`src/rtl/useq_controller_if.sv`:
```
// rtl/useq_controller_if.sv - run-control sequencer bus bundle
interface useq_controller_if #(
  parameter int WordSize    = 8,
  parameter int AddressSize = 16,
  parameter int USize       = 4,
  parameter int CountSize   = 16
);
  logic [WordSize-1:0]       i_ir;
  logic                      i_usreset;
  logic [AddressSize-1:0]    i_pc;
  logic                      i_run;
  logic                      i_step_req;
  logic                      o_step_ack;
  logic                      i_bp_en;
  logic [AddressSize-1:0]    i_bp_addr;
  logic                      o_clk_en;
  logic [WordSize+USize-1:0] o_decode_index;
  logic [USize-1:0]          o_ustep;
  logic [1:0]                o_state;
  logic                      o_bp_hit;
  logic                      o_uerr;
  logic [CountSize-1:0]      o_icount;

  // Front panel / CPU side that drives the sequencer
  modport master (
    output i_ir, i_usreset, i_pc, i_run, i_step_req, i_bp_en, i_bp_addr,
    input  o_step_ack, o_clk_en, o_decode_index, o_ustep, o_state,
           o_bp_hit, o_uerr, o_icount
  );

  // The sequencer itself
  modport slave (
    input  i_ir, i_usreset, i_pc, i_run, i_step_req, i_bp_en, i_bp_addr,
    output o_step_ack, o_clk_en, o_decode_index, o_ustep, o_state,
           o_bp_hit, o_uerr, o_icount
  );
endinterface

```
`src/rtl/useq_controller.sv`:
```
// rtl/useq_controller.sv - microstep sequencer with run/halt/step/breakpoint control
module useq_controller #(
  parameter int WordSize    = 8,
  parameter int AddressSize = 16,
  parameter int USize       = 4,
  parameter int CountSize   = 16
) (
  input logic              i_clk,
  input logic              i_rst_n,
  useq_controller_if.slave bus
);

  typedef enum logic [1:0] {
    RUN  = 2'b00,
    HALT = 2'b01,
    STEP = 2'b10,
    DONE = 2'b11
  } state_t;

  localparam logic [USize-1:0]     USTEP_ONE  = 1;
  localparam logic [CountSize-1:0] ICOUNT_ONE = 1;

  state_t               state;
  logic [USize-1:0]     ustep;
  logic [CountSize-1:0] icount;
  logic                 step_ack;
  logic                 bp_hit;
  logic                 uerr;
  logic                 skip;

  logic bp_match;
  logic clk_en;
  logic boundary;
  logic overflow;

  // Breakpoint compare and datapath enable; a hit suppresses the enable in the same cycle
  always_comb begin
    bp_match = bus.i_bp_en && (ustep == '0) && (bus.i_pc == bus.i_bp_addr) && !skip;
    clk_en   = ((state == RUN) && !bp_match) || (state == STEP);
    boundary = clk_en && !bus.i_usreset;
    overflow = clk_en && bus.i_usreset && (ustep == '1);
  end

  assign bus.o_clk_en       = clk_en;
  assign bus.o_decode_index = {bus.i_ir, ustep};
  assign bus.o_ustep        = ustep;
  assign bus.o_state        = state;
  assign bus.o_step_ack     = step_ack;
  assign bus.o_bp_hit       = bp_hit;
  assign bus.o_uerr         = uerr;
  assign bus.o_icount       = icount;

  // Microstep/instruction counters and run-control state machine
  always_ff @(posedge i_clk) begin
    if (!i_rst_n) begin
      state    <= HALT;
      ustep    <= '0;
      icount   <= '0;
      step_ack <= 1'b0;
      bp_hit   <= 1'b0;
      uerr     <= 1'b0;
      skip     <= 1'b0;
    end else begin
      if (clk_en) begin
        // Overflow falls out of the increment wrapping to zero
        if (boundary) begin
          ustep  <= '0;
          icount <= icount + ICOUNT_ONE;
        end else begin
          ustep <= ustep + USTEP_ONE;
        end
        // Once the resumed instruction has moved past microstep 0 it can no longer re-hit
        if (boundary || (ustep != '0)) skip <= 1'b0;
        if (overflow) uerr <= 1'b1;
      end

      case (state)
        RUN: begin
          if (bp_match) begin
            state  <= HALT;
            bp_hit <= 1'b1;
          end else if (overflow || (boundary && !bus.i_run)) begin
            state <= HALT;
          end
        end
        HALT: begin
          // A microcode trap keeps the sequencer parked until reset
          if (!uerr) begin
            if (bus.i_run) begin
              state  <= RUN;
              bp_hit <= 1'b0;
              skip   <= 1'b1;
            end else if (bus.i_step_req && !step_ack) begin
              state  <= STEP;
              bp_hit <= 1'b0;
              skip   <= 1'b1;
            end
          end
        end
        STEP: begin
          if (overflow) begin
            state <= HALT;
          end else if (boundary) begin
            state    <= DONE;
            step_ack <= 1'b1;
          end
        end
        DONE: begin
          if (!bus.i_step_req) begin
            step_ack <= 1'b0;
            state    <= HALT;
          end
        end
        default: state <= HALT;
      endcase
    end
  end

endmodule

```
`src/flat_wrapper.sv`:
```
// flat-port wrapper written by rule: the top's interface ports become plain ports
module useq_controller_flat 
#(
  parameter int WordSize    = 8,
  parameter int AddressSize = 16,
  parameter int USize       = 4,
  parameter int CountSize   = 16
)
  (i_clk, i_rst_n, bus_i_ir, bus_i_usreset, bus_i_pc, bus_i_run, bus_i_step_req, bus_i_bp_en, bus_i_bp_addr, bus_o_step_ack, bus_o_clk_en, bus_o_decode_index, bus_o_ustep, bus_o_state, bus_o_bp_hit, bus_o_uerr, bus_o_icount);
  useq_controller_if #(.WordSize(WordSize), .AddressSize(AddressSize), .USize(USize), .CountSize(CountSize)) bus_i ();
  input logic i_clk;
  input logic i_rst_n;
  input wire logic [$bits(bus_i.i_ir)-1:0] bus_i_ir;
  input wire logic [$bits(bus_i.i_usreset)-1:0] bus_i_usreset;
  input wire logic [$bits(bus_i.i_pc)-1:0] bus_i_pc;
  input wire logic [$bits(bus_i.i_run)-1:0] bus_i_run;
  input wire logic [$bits(bus_i.i_step_req)-1:0] bus_i_step_req;
  input wire logic [$bits(bus_i.i_bp_en)-1:0] bus_i_bp_en;
  input wire logic [$bits(bus_i.i_bp_addr)-1:0] bus_i_bp_addr;
  output wire logic [$bits(bus_i.o_step_ack)-1:0] bus_o_step_ack;
  output wire logic [$bits(bus_i.o_clk_en)-1:0] bus_o_clk_en;
  output wire logic [$bits(bus_i.o_decode_index)-1:0] bus_o_decode_index;
  output wire logic [$bits(bus_i.o_ustep)-1:0] bus_o_ustep;
  output wire logic [$bits(bus_i.o_state)-1:0] bus_o_state;
  output wire logic [$bits(bus_i.o_bp_hit)-1:0] bus_o_bp_hit;
  output wire logic [$bits(bus_i.o_uerr)-1:0] bus_o_uerr;
  output wire logic [$bits(bus_i.o_icount)-1:0] bus_o_icount;
  assign bus_i.i_ir = bus_i_ir;
  assign bus_i.i_usreset = bus_i_usreset;
  assign bus_i.i_pc = bus_i_pc;
  assign bus_i.i_run = bus_i_run;
  assign bus_i.i_step_req = bus_i_step_req;
  assign bus_i.i_bp_en = bus_i_bp_en;
  assign bus_i.i_bp_addr = bus_i_bp_addr;
  assign bus_o_step_ack = bus_i.o_step_ack;
  assign bus_o_clk_en = bus_i.o_clk_en;
  assign bus_o_decode_index = bus_i.o_decode_index;
  assign bus_o_ustep = bus_i.o_ustep;
  assign bus_o_state = bus_i.o_state;
  assign bus_o_bp_hit = bus_i.o_bp_hit;
  assign bus_o_uerr = bus_i.o_uerr;
  assign bus_o_icount = bus_i.o_icount;
  useq_controller #(.WordSize(WordSize), .AddressSize(AddressSize), .USize(USize), .CountSize(CountSize)) u_core (.i_clk(i_clk), .i_rst_n(i_rst_n), .bus(bus_i));
endmodule
```
`config.mk`:
```
export PLATFORM = sky130hd
export DESIGN_NAME = useq_controller_flat
export DESIGN_NICKNAME = d
export VERILOG_FILES = /design/src/rtl/useq_controller_if.sv /design/src/rtl/useq_controller.sv /design/src/flat_wrapper.sv
export SDC_FILE = /design/constraint.sdc
export NUM_CORES = 1
export LEC_CHECK = 0
export CAP_MARGIN = 40
export CORE_MARGIN = 2
export CORE_UTILIZATION = 37
export DETAILED_ROUTE_END_ITERATION = 6
export GPL_TIMING_DRIVEN = 0
export PLACE_DENSITY_LB_ADDON = 0.25
export SLEW_MARGIN = 30
export SYNTH_ARGS = -nofsm -noshare
export SYNTH_HDL_FRONTEND = slang
export SYNTH_SLANG_ARGS = --single-unit
```
`constraint.sdc`:
```
create_clock -name i_clk -period 2.2 [get_ports i_clk]
set_clock_uncertainty 0.2 [all_clocks]
set_input_delay 0.33 -clock i_clk [delete_from_list [all_inputs] [get_ports i_clk]]
set_output_delay 0.33 -clock i_clk [all_outputs]
set_load 0.05 [all_outputs]
```
==> results.toml, run 1 <==
[cts]
clock-sinks = 26
path_clk_slew_ns = 0.10
cts_tree = "done"
cts_buffers = 3
postCtsHoldBufs = 0
cts_max_level = 1
clock_path_buffers = 2
clockRootBuffer = "clkbuf_8"
worstSkewPairLatency_ns = 0.28

[route]
first_pass_iters = 4
drt-initial-drc-count = 142
vias = 1891
routed_wl_um = 5060
via_per_inst = 5.39
wl_per_cell_um = 14.4
drtAntennaViolNets = 0
drc = 0

[worst_hold_path]
whs_path_depth = 2
whs_endpoint = "u_core.skip"
hold_start = "u_core.skip"
hold_class = "reg2reg"

[job]
max-cap-violations = 0

[place]
post_dp_cell_area_um2 = 2580
post-place-ws_ns = -1.05
place_hpwl_um = 3490
globalplace.congestion = 0.915
place_inst = 333
numPortBuffers = 75

[critical_path]
rr_endpoint = "u_core.bus.o_icount[4]"
critPathLaunchType = "flop"
rr_worst_depth = 12
cp.required_ns = 1.67
reg2reg_setup_slack_ns = -0.15
cp_data_arrival_time_ns = 1.92
end_kind = "output pin"
critPathMaxFanout = 2
reg2reg_from = "u_core.bus.o_ustep[1]"
path_class = "reg2out"

[floorplanning]
die_h_um = 72.4
die_area_um2 = 5250
row_count = 24
start_util = 0.390
chipWidth_um = 72.4
core_area_um2 = 4440
io_pins = 84

[power_and_ir_drop]
vdd_drop_max_mv = 0.619
p_leak_uw = 0.00111
p_per_area_nw_per_um2 = 753

[global_route]
grt_max_degree = 16
track_usage = 0.189
grt_pass1_wl_um = 8000
grt_antenna_before_repair = 0
grt_overflow = 0
grt_pass1_vias = 1772

[final_layout]
nets = 353
area_growth_pct = 70.5
mostFrequentLayoutCells = "clkdlybuf4s50_1, buf_4, nand2_1"
final_core_util = 0.665
layout_commonest_cell = "clkdlybuf4s50_1"
drive_gt1_frac = 0.288
layout.cells.non_filler = 351
stdcell_area_um2 = 2960
antenna_cells = 0

[run_status]
status = "finished with violations"
violations = "setup timing"

[timing]
fin_ws_ns = -0.253
tightest_slew_ns = 0.544
drv_slew = 0
period_share = 1.11
fmax_mhz = 408
hold_ws_ns = 0.278
rsz0062_at_grt = "true"
finalCriticalPeriod_ns = 2.45
hold_violations = 0
slew_headroom = 0.637
setup_viol = 16

[logic_synthesis]
synth_warnings = 0
syn-instance-count = 206
ys_seq_area_frac = 0.300
syn_area_um2 = 1730
syn-num-nets = 259
synth_seq_cells = 26
yosysUniqueCellTypes = 43
syn_area_per_cell_um2 = 8.41
## synthesized netlist by cell type (all sizes together)
| cell | count | area, um^2 |
|---|---|---|
| clkbuf | 3 | 21.3 |
| ha | 7 | 87.6 |
| a31o | 1 | 8.76 |
| or4 | 9 | 67.6 |
| nand3 | 9 | 50.1 |
| a211oi | 2 | 15.0 |
| o211ai | 1 | 7.51 |
| and4 | 1 | 8.76 |
| buf | 15 | 120 |
| dfxtp | 26 | 521 |
| a31oi | 1 | 6.26 |
| nor3 | 2 | 15.0 |
| and2 | 1 | 6.26 |
| clkinv | 1 | 3.75 |
| a21o | 2 | 22.5 |
| o31a | 1 | 10.0 |
| a222oi | 1 | 10.0 |
| nor3b | 1 | 12.5 |
| o21ai | 5 | 25.0 |
| xor2 | 1 | 16.3 |
| dlygate4sd1 | 1 | 8.76 |
| mux2i | 3 | 30.0 |
| o32ai | 2 | 17.5 |
| o31ai | 10 | 75.1 |
| nor2 | 8 | 30.0 |
| inv | 10 | 37.5 |
| nand2b | 6 | 37.5 |
| nand2 | 20 | 75.1 |
| o21a | 2 | 15.0 |
| o22ai | 1 | 6.26 |
| a21oi | 20 | 100 |
| nand4 | 11 | 75.1 |
| xnor2 | 16 | 140 |
| o311ai | 1 | 8.76 |
| nor4 | 2 | 18.8 |
| or3 | 3 | 22.5 |
## power by group
group	internal (uW)	switching, uW	leakage (uW)
combinational	610	677	0.000865
clock	198	175	0.0000339
sequential	521	42.9	0.000216
## flip-flops by register name, summed over array words and instances, names as in the netlist
| signal | flops |
|---|---|
| u_core.bus.o_bp_hit | 1 |
| u_core.bus.o_icount | 16 |
| u_core.bus.o_state | 2 |
| u_core.bus.o_step_ack | 1 |
| u_core.bus.o_uerr | 1 |
| u_core.bus.o_ustep | 4 |
| u_core.skip | 1 |
## layer usage
layer / wire length (um) / vias up / GRT usage
met5: 0 / - / 0
met4: 63 / 0 / 0.0556
met3: 305 / 6 / 0.0264
met2: 2530 / 74 / 0.318
met1: 2160 / 879 / 0.251
li1: - / 932 / -
## what timing repair did
action | in CTS | in global routing
pin swaps | 4 | 20
resized for setup | 25 | 38
endpoints found under the setup margin | 11 | 27
cloned | 2 | 0
buffers inserted | 9 | 5
## kinds of logic (layout without fill, tap and decap cells)
family | count (synthesis) | count (layout) | synth area share
XOR/XNOR | 17 | 17 | 0.0903
flip-flops | 26 | 26 | 0.300
AND/OR/NAND/NOR | 73 | 73 | 0.242
buffers and inverters | 30 | 123 | 0.110
adder cells (fa/ha/maj) | 7 | 7 | 0.0505
AO/OA/AOI/OAI | 50 | 50 | 0.189
multiplexers | 3 | 3 | 0.0173
## cell type report
cell class	instances	area (um^2)
Tap cell	52	65.1
Inverter	11	50.0
Multi-Input combinational cell	150	1170
Fill cell	381	1490
Buffer	19	163
Clock buffer	4	66.3
Sequential cell	26	541
Timing Repair Buffer	89	896
## how the worst max path moves through the flow
stage	from	endpoint	slack [ns]	depth (start not counted)
6_report	u_core.bus.o_ustep[1]	bus_o_clk_en	-0.25	9
5_1_grt	u_core.bus.o_ustep[1]	bus_o_clk_en	-0.37	9
4_1_cts	u_core.bus.o_ustep[0]	bus_o_clk_en	-0.35	9
3_5_place_dp	bus_i_pc[7]	bus_o_clk_en	-1.05	8
3_3_place_gp	bus_i_bp_addr[10]	bus_o_clk_en	-1.01	8
2_1_floorplan	u_core.bus.o_ustep[0]	u_core.bus.o_icount[4]	-0.1	9
## critical path: stages, from the launching register on
cell	delay [ns]
dfxtp_4	0.37
inv_4	0.06
ha_4	0.12
nor3b_4	0.19
nand4_2	0.14
nor4_4	0.22
a21o_4	0.18
clkbuf_16	0.12
clkinvlp_4	0.09
buf_8	0.16
## metrics by stage
stage | setup TNS [ns] | power [uW]
final | -1.39 | 2220
after floorplan | -0.354 | 1220
after CTS | -2.00 | 2120
after detailed placement | -6.64 | 1510
after global routing | -3.59 | 2330
after global placement | -5.57 | 1510
No activity file was read; power rests on OpenSTA's default activity.
==> run 2: changes to the inputs <==
--- a/config.mk
+++ b/config.mk
@@ -7,8 +7,9 @@
 export LEC_CHECK = 0
 export CAP_MARGIN = 40
 export CORE_MARGIN = 2
-export CORE_UTILIZATION = 37
+export CORE_UTILIZATION = 48
 export DETAILED_ROUTE_END_ITERATION = 6
+export DONT_BUFFER_PORTS = 1
 export GPL_TIMING_DRIVEN = 0
 export PLACE_DENSITY_LB_ADDON = 0.25
 export SLEW_MARGIN = 30
==> run 2 against run 1 <==
The run still ends with setup timing left. Via count decreased by 8.8%. Setup slack worse by 0.32 ns. Hold slack got worse by 0.26 ns. Power decreased by 0.85%. Cell area down 22%. Utilization up 1.7 points. Flip-flop and latch count unchanged. Cell count down 19%. Critical path depth decreased by 1. Count of clock-buffer cells in the layout fell by 1.
==> results.toml, run 2 (synthesis gave the netlist of run 1 again) <==
[place]
numPortBuffers = 0
place_inst = 252
post_dp_cell_area_um2 = 1820
place_hpwl_um = 3180
post-place-ws_ns = -0.391
globalplace.congestion = 0.873

[cts]
worstSkewPairLatency_ns = 0.35
clock_path_buffers = 2
cts_max_level = 1
cts_buffers = 3
clockRootBuffer = "clkbuf_4"
path_clk_slew_ns = 0.19
clock-sinks = 26
cts_tree = "done"

[global_route]
grt_busiest_layer = "met2"
grt_overflow = 0
grt_pass1_wl_um = 7380
grt_antenna_before_repair = 0
grt_max_degree = 16
use_met1 = 0.255
grt.met3_usage = 0.0563
grt_pass1_vias = 1621
grtUsageMet2 = 0.418
track_usage = 0.227

[timing]
rsz0062_at_grt = "true"
tightest_slew_ns = 0.672
period_share = 1.26
drv_slew = 0
hold_violations = 0
setup_viol = 24
finalCriticalPeriod_ns = 2.77
fin_ws_ns = -0.571
hold_ws_ns = 0.0212
slew_headroom = 0.551
fmax_mhz = 361

[critical_path]
crit_chain = "inv_4 > ha_4 > nor3b_4 > nand4_2 > nor4_4 > a21o_4 > clkbuf_16 > clkinvlp_4"
cp_data_arrival_time_ns = 2.24
critPathLaunchType = "flop"
crit_buf_inv = 3
path_class = "reg2out"
end_kind = "output pin"
critPathMaxFanout = 6
cp_top_family = "simple AND/OR/NAND/NOR gates"
crit_path_max_incr_delay_ns = 0.46
cp_slowest_cell = "dfxtp_4"
cp.required_ns = 1.67

[floorplanning]
chipWidth_um = 64.1
die_h_um = 64.1
start_util = 0.511
io_pins = 84
core_area_um2 = 3390
row_count = 21
die_area_um2 = 4110

[final_layout]
antenna_cells = 0
stdcell_area_um2 = 2310
mostFrequentLayoutCells = "buf_4, nand2_1, xnor2_1"
drive_gt1_frac = 0.409
area_growth_pct = 33.4
layout.cells.non_filler = 283
layout_commonest_cell = "buf_4"
nets = 291
final_core_util = 0.682
largest_reg_flops = 16

[route]
drt-initial-drc-count = 106
routed_wl_um = 5040
wl_per_cell_um = 17.8
vias = 1725
first_pass_iters = 6
drtAntennaViolNets = 0
via_per_inst = 6.10
drc = 0

[run_status]
status = "finished with violations"
violations = "setup timing"

[power_and_ir_drop]
p_per_area_nw_per_um2 = 954
power_frac_comb = 0.526
p_sw_uw = 905
seq_power_share = 0.311
p_leak_uw = 0.000795
swShare = 0.410
vdd_drop_max_mv = 0.568
intPower_uw = 1300
p_clk_frac = 0.163

[job]
max-cap-violations = 0

[worst_hold_path]
hold_class = "in2reg"
run 2: cell count changes in the layout (fill, tap and decap cells not counted), sizes merged:
cell,before,now
buf,30,40
clkdlybuf4s50,69,0
dlymetal6s2s,5,0
bufinv,0,1
dlygate4sd3,0,1
run 2: path summary, 6_finish.rpt:
check	start	end	slack, ns	depth (start not counted)
hold reg to reg	u_core.skip	u_core.skip	0.29	2
setup / recovery	u_core.bus.o_ustep[0]	bus_o_clk_en	-0.57	8
hold / removal	bus_i_step_req	u_core.bus.o_step_ack	0.02	2
setup reg to reg	u_core.bus.o_ustep[0]	u_core.bus.o_ustep[0]	-0.54	18
run 2: worst reg2reg max path, delay by kind of cell, from the launching register on:
family / cells / cell delay [ns]
buffers and inverters: 16 / 1.82
DFF: 1 / 0.52
and+or+nand+nor: 1 / 0.06
AOI/OAI and AO/OA: 1 / 0.06
run 2: what timing repair did:
| item | 4_1_cts | 5_1_grt |
|---|---|---|
| pin swaps | 18 | 11 |
| gates cloned | 2 | 1 |
| endpoints found under the setup margin | 24 | 25 |
| gates resized for setup | 26 | 27 |
| hold endpoints to repair | 3 | 0 |
| hold buffers | 1 | 0 |
| setup buffers | 25 | 4 |
run 2: stage by stage:
step | total power (uW) | TNS [ns]
floorplan | 1220 | -0.354
global placement | 1320 | -2.96
detailed placement | 1340 | -3.75
CTS | 2050 | -6.10
global route | 2300 | -7.68
finish | 2210 | -5.83
run 2: metal layers:
| layer | routed length, um | up-vias |
|---|---|---|
| met3 | 346 | 8 |
| met2 | 2690 | 82 |
| met1 | 1960 | 835 |
| met4 | 35 | 0 |
| li1 | - | 800 |
| met5 | 0 | - |
run 2: area by class of cell:
| class | instances | area (um^2) |
|---|---|---|
| Sequential cell | 26 | 556 |
| Clock inverter | 1 | 30.0 |
| Multi-Input combinational cell | 150 | 1160 |
| Tap cell | 46 | 57.6 |
| Buffer | 19 | 169 |
| Timing Repair Buffer | 27 | 265 |
| Clock buffer | 3 | 22.5 |
| Inverter | 11 | 50.0 |
| Fill cell | 262 | 1080 |
run 2: power groups by stage:
stage	sequential (uW)	clock, uW	combinational, uW
2_1_floorplan	681	0	544
3_3_place_gp	693	0	631
3_5_place_dp	696	0	647
4_1_cts	689	346	1010
5_1_grt	696	370	1230
6_report	686	359	1160
==> run 3: changes to the inputs <==
--- a/config.mk
+++ b/config.mk
@@ -6,10 +6,10 @@
 export NUM_CORES = 1
 export LEC_CHECK = 0
 export CAP_MARGIN = 40
-export CORE_MARGIN = 2
 export CORE_UTILIZATION = 48
 export DETAILED_ROUTE_END_ITERATION = 6
 export DONT_BUFFER_PORTS = 1
+export GPL_ROUTABILITY_DRIVEN = 0
 export GPL_TIMING_DRIVEN = 0
 export PLACE_DENSITY_LB_ADDON = 0.25
 export SLEW_MARGIN = 30
==> run 3 against run 2 <==
The flow still finishes with violations (setup timing). Cell count decreased by 5.3%. Cell area fell by 7.4%. Largest cell class unchanged. Critical endpoint unchanged. Utilization down 5.1 points. Sequential share of layout area is 1.7 points higher. Via count down 6.6%.
==> results.toml, run 3 (synthesis gave the netlist of run 1 again) <==
[run_status]
status = "finished with violations"
violations = "setup timing"

[global_route]
use_met1 = 0.273
grt_pass1_vias = 1383
track_usage = 0.220
grt.met3_usage = 0.0559
grtUsageMet2 = 0.372
grt_max_degree = 15
grt_busiest_layer = "met2"
grt_overflow = 0
grt_antenna_before_repair = 0
grt_pass1_wl_um = 6140

[cts]
cts_buffers = 3
clockRootBuffer = "clkbuf_4"
clock-sinks = 26
worstSkewPairLatency_ns = 0.33
clock_path_buffers = 2
path_clk_slew_ns = 0.14
cts_max_level = 1
cts_tree = "done"

[critical_path]
cp_top_family = "simple AND/OR/NAND/NOR gates"
end_kind = "output pin"
rr_worst_depth = 11
cp_data_arrival_time_ns = 2.18
critPathMaxFanout = 6
critPathLaunchType = "flop"
rr_endpoint = "u_core.bus.o_icount[8]"
crit_chain = "inv_4 > ha_4 > nor3b_4 > nand4_2 > nor4_4 > a21o_4 > clkbuf_16 > clkinvlp_4"
reg2reg_setup_slack_ns = -0.32
cp.required_ns = 1.67
crit_path_max_incr_delay_ns = 0.45
reg2reg_from = "u_core.bus.o_ustep[1]"
cp_slowest_cell = "dfxtp_4"
path_class = "reg2out"
crit_buf_inv = 3

[power_and_ir_drop]
p_per_area_nw_per_um2 = 912
vdd_drop_max_mv = 0.773
seq_power_share = 0.349
swShare = 0.428
p_sw_uw = 836
p_leak_uw = 0.000717
power_frac_comb = 0.539
p_clk_frac = 0.111
p_total_uw = 1950
intPower_uw = 1120

[floorplanning]
core_area_um2 = 3390
die_area_um2 = 3850
io_pins = 84
row_count = 21
chipWidth_um = 62.1
die_h_um = 62.1
start_util = 0.511

[final_layout]
regArea_um2 = 551
mostFrequentLayoutCells = "nand2_1, buf_4, xnor2_1"
largest_reg_flops = 16
multi_input_area_um2 = 1130
drive_gt1_frac = 0.347
area_growth_pct = 23.5
nets = 276
antenna_cells = 0
layout_commonest_cell = "nand2_1"
fillers = 278

[timing]
setup_viol = 24
fin_ws_ns = -0.507
period_share = 1.23
drv_slew = 0
fmax_mhz = 369
tightest_slew_ns = 0.701
hold_violations = 0
finalCriticalPeriod_ns = 2.71
rsz0062_at_grt = "true"
slew_headroom = 0.532

[worst_hold_path]
whs_endpoint = "u_core.bus.o_step_ack"
hold_class = "in2reg"
hold_start = "bus_i_step_req"
whs_path_depth = 2

[place]
place_hpwl_um = 2980
numPortBuffers = 0
post-place-ws_ns = -0.341

[route]
drt-initial-drc-count = 65
drc = 0
routed_wl_um = 4350
drtAntennaViolNets = 0
vias = 1612
first_pass_iters = 4
wl_per_cell_um = 16.2
via_per_inst = 6.01

[job]
max-cap-violations = 0
-- run 3: changes by cell type in the layout (fill, tap and decap cells not counted), sizes merged --
cell and delta:
clkbuf -1, buf -14, bufinv -1, clkinv +1
-- run 3: cell type report --
class / instances / area share
Clock inverter: 1 / 0.00175
Multi-Input combinational cell: 150 / 0.530
Tap cell: 46 / 0.0269
Buffer: 19 / 0.0789
Timing Repair Buffer: 12 / 0.0713
Clock buffer: 3 / 0.0105
Inverter: 11 / 0.0234
Sequential cell: 26 / 0.257
-- run 3: layer usage --
layer,share of wire,up-vias
li1,-,773
met1,0.42,770
met2,0.51,64
met3,0.065,5
met4,0.011,0
met5,0,-
-- run 3: worst max path at each step --
stage	startpoint	end	depth (start not counted)	slack [ns]
2_1_floorplan	u_core.bus.o_ustep[0]	u_core.bus.o_icount[4]	9	-0.1
3_3_place_gp	u_core.bus.o_ustep[0]	u_core.bus.o_ustep[3]	10	-0.33
3_5_place_dp	u_core.bus.o_ustep[0]	u_core.bus.o_icount[4]	9	-0.34
4_1_cts	u_core.bus.o_ustep[1]	bus_o_clk_en	8	-0.56
5_1_grt	u_core.bus.o_ustep[1]	bus_o_clk_en	8	-0.63
6_report	u_core.bus.o_ustep[1]	bus_o_clk_en	8	-0.51
-- run 3: power groups by stage --
stage | Clock, uW | Sequential [uW] | Combinational, uW
after floorplan | 0 | 681 | 544
after global placement | 0 | 691 | 631
after detailed placement | 0 | 693 | 649
after CTS | 218 | 687 | 943
after global routing | 239 | 692 | 1120
final | 217 | 683 | 1050
-- run 3: per-stage QoR --
stage	std cells	setup TNS (ns)	util	hold WS [ns]	cell area (um^2)
2_1_floorplan	206	-0.354	-	0.233	1770
4_1_cts	264	-5.65	0.597	0.0280	2020
5_1_grt	268	-7.85	0.632	0.0277	2140
3_5_place_dp	252	-3.32	0.538	0.260	1820
3_3_place_gp	252	-2.71	0.538	0.249	1820
6_report	268	-5.38	0.632	0.0252	2140
-- run 3: what timing repair did --
item                       4_1_cts  5_1_grt
hold buffers                     1        0
buffers inserted                 5        4
pin swaps                       13       11
setup endpoints to repair       22       25
gates cloned                     2        0
hold endpoints to repair         3        0
gates resized for setup         15       27
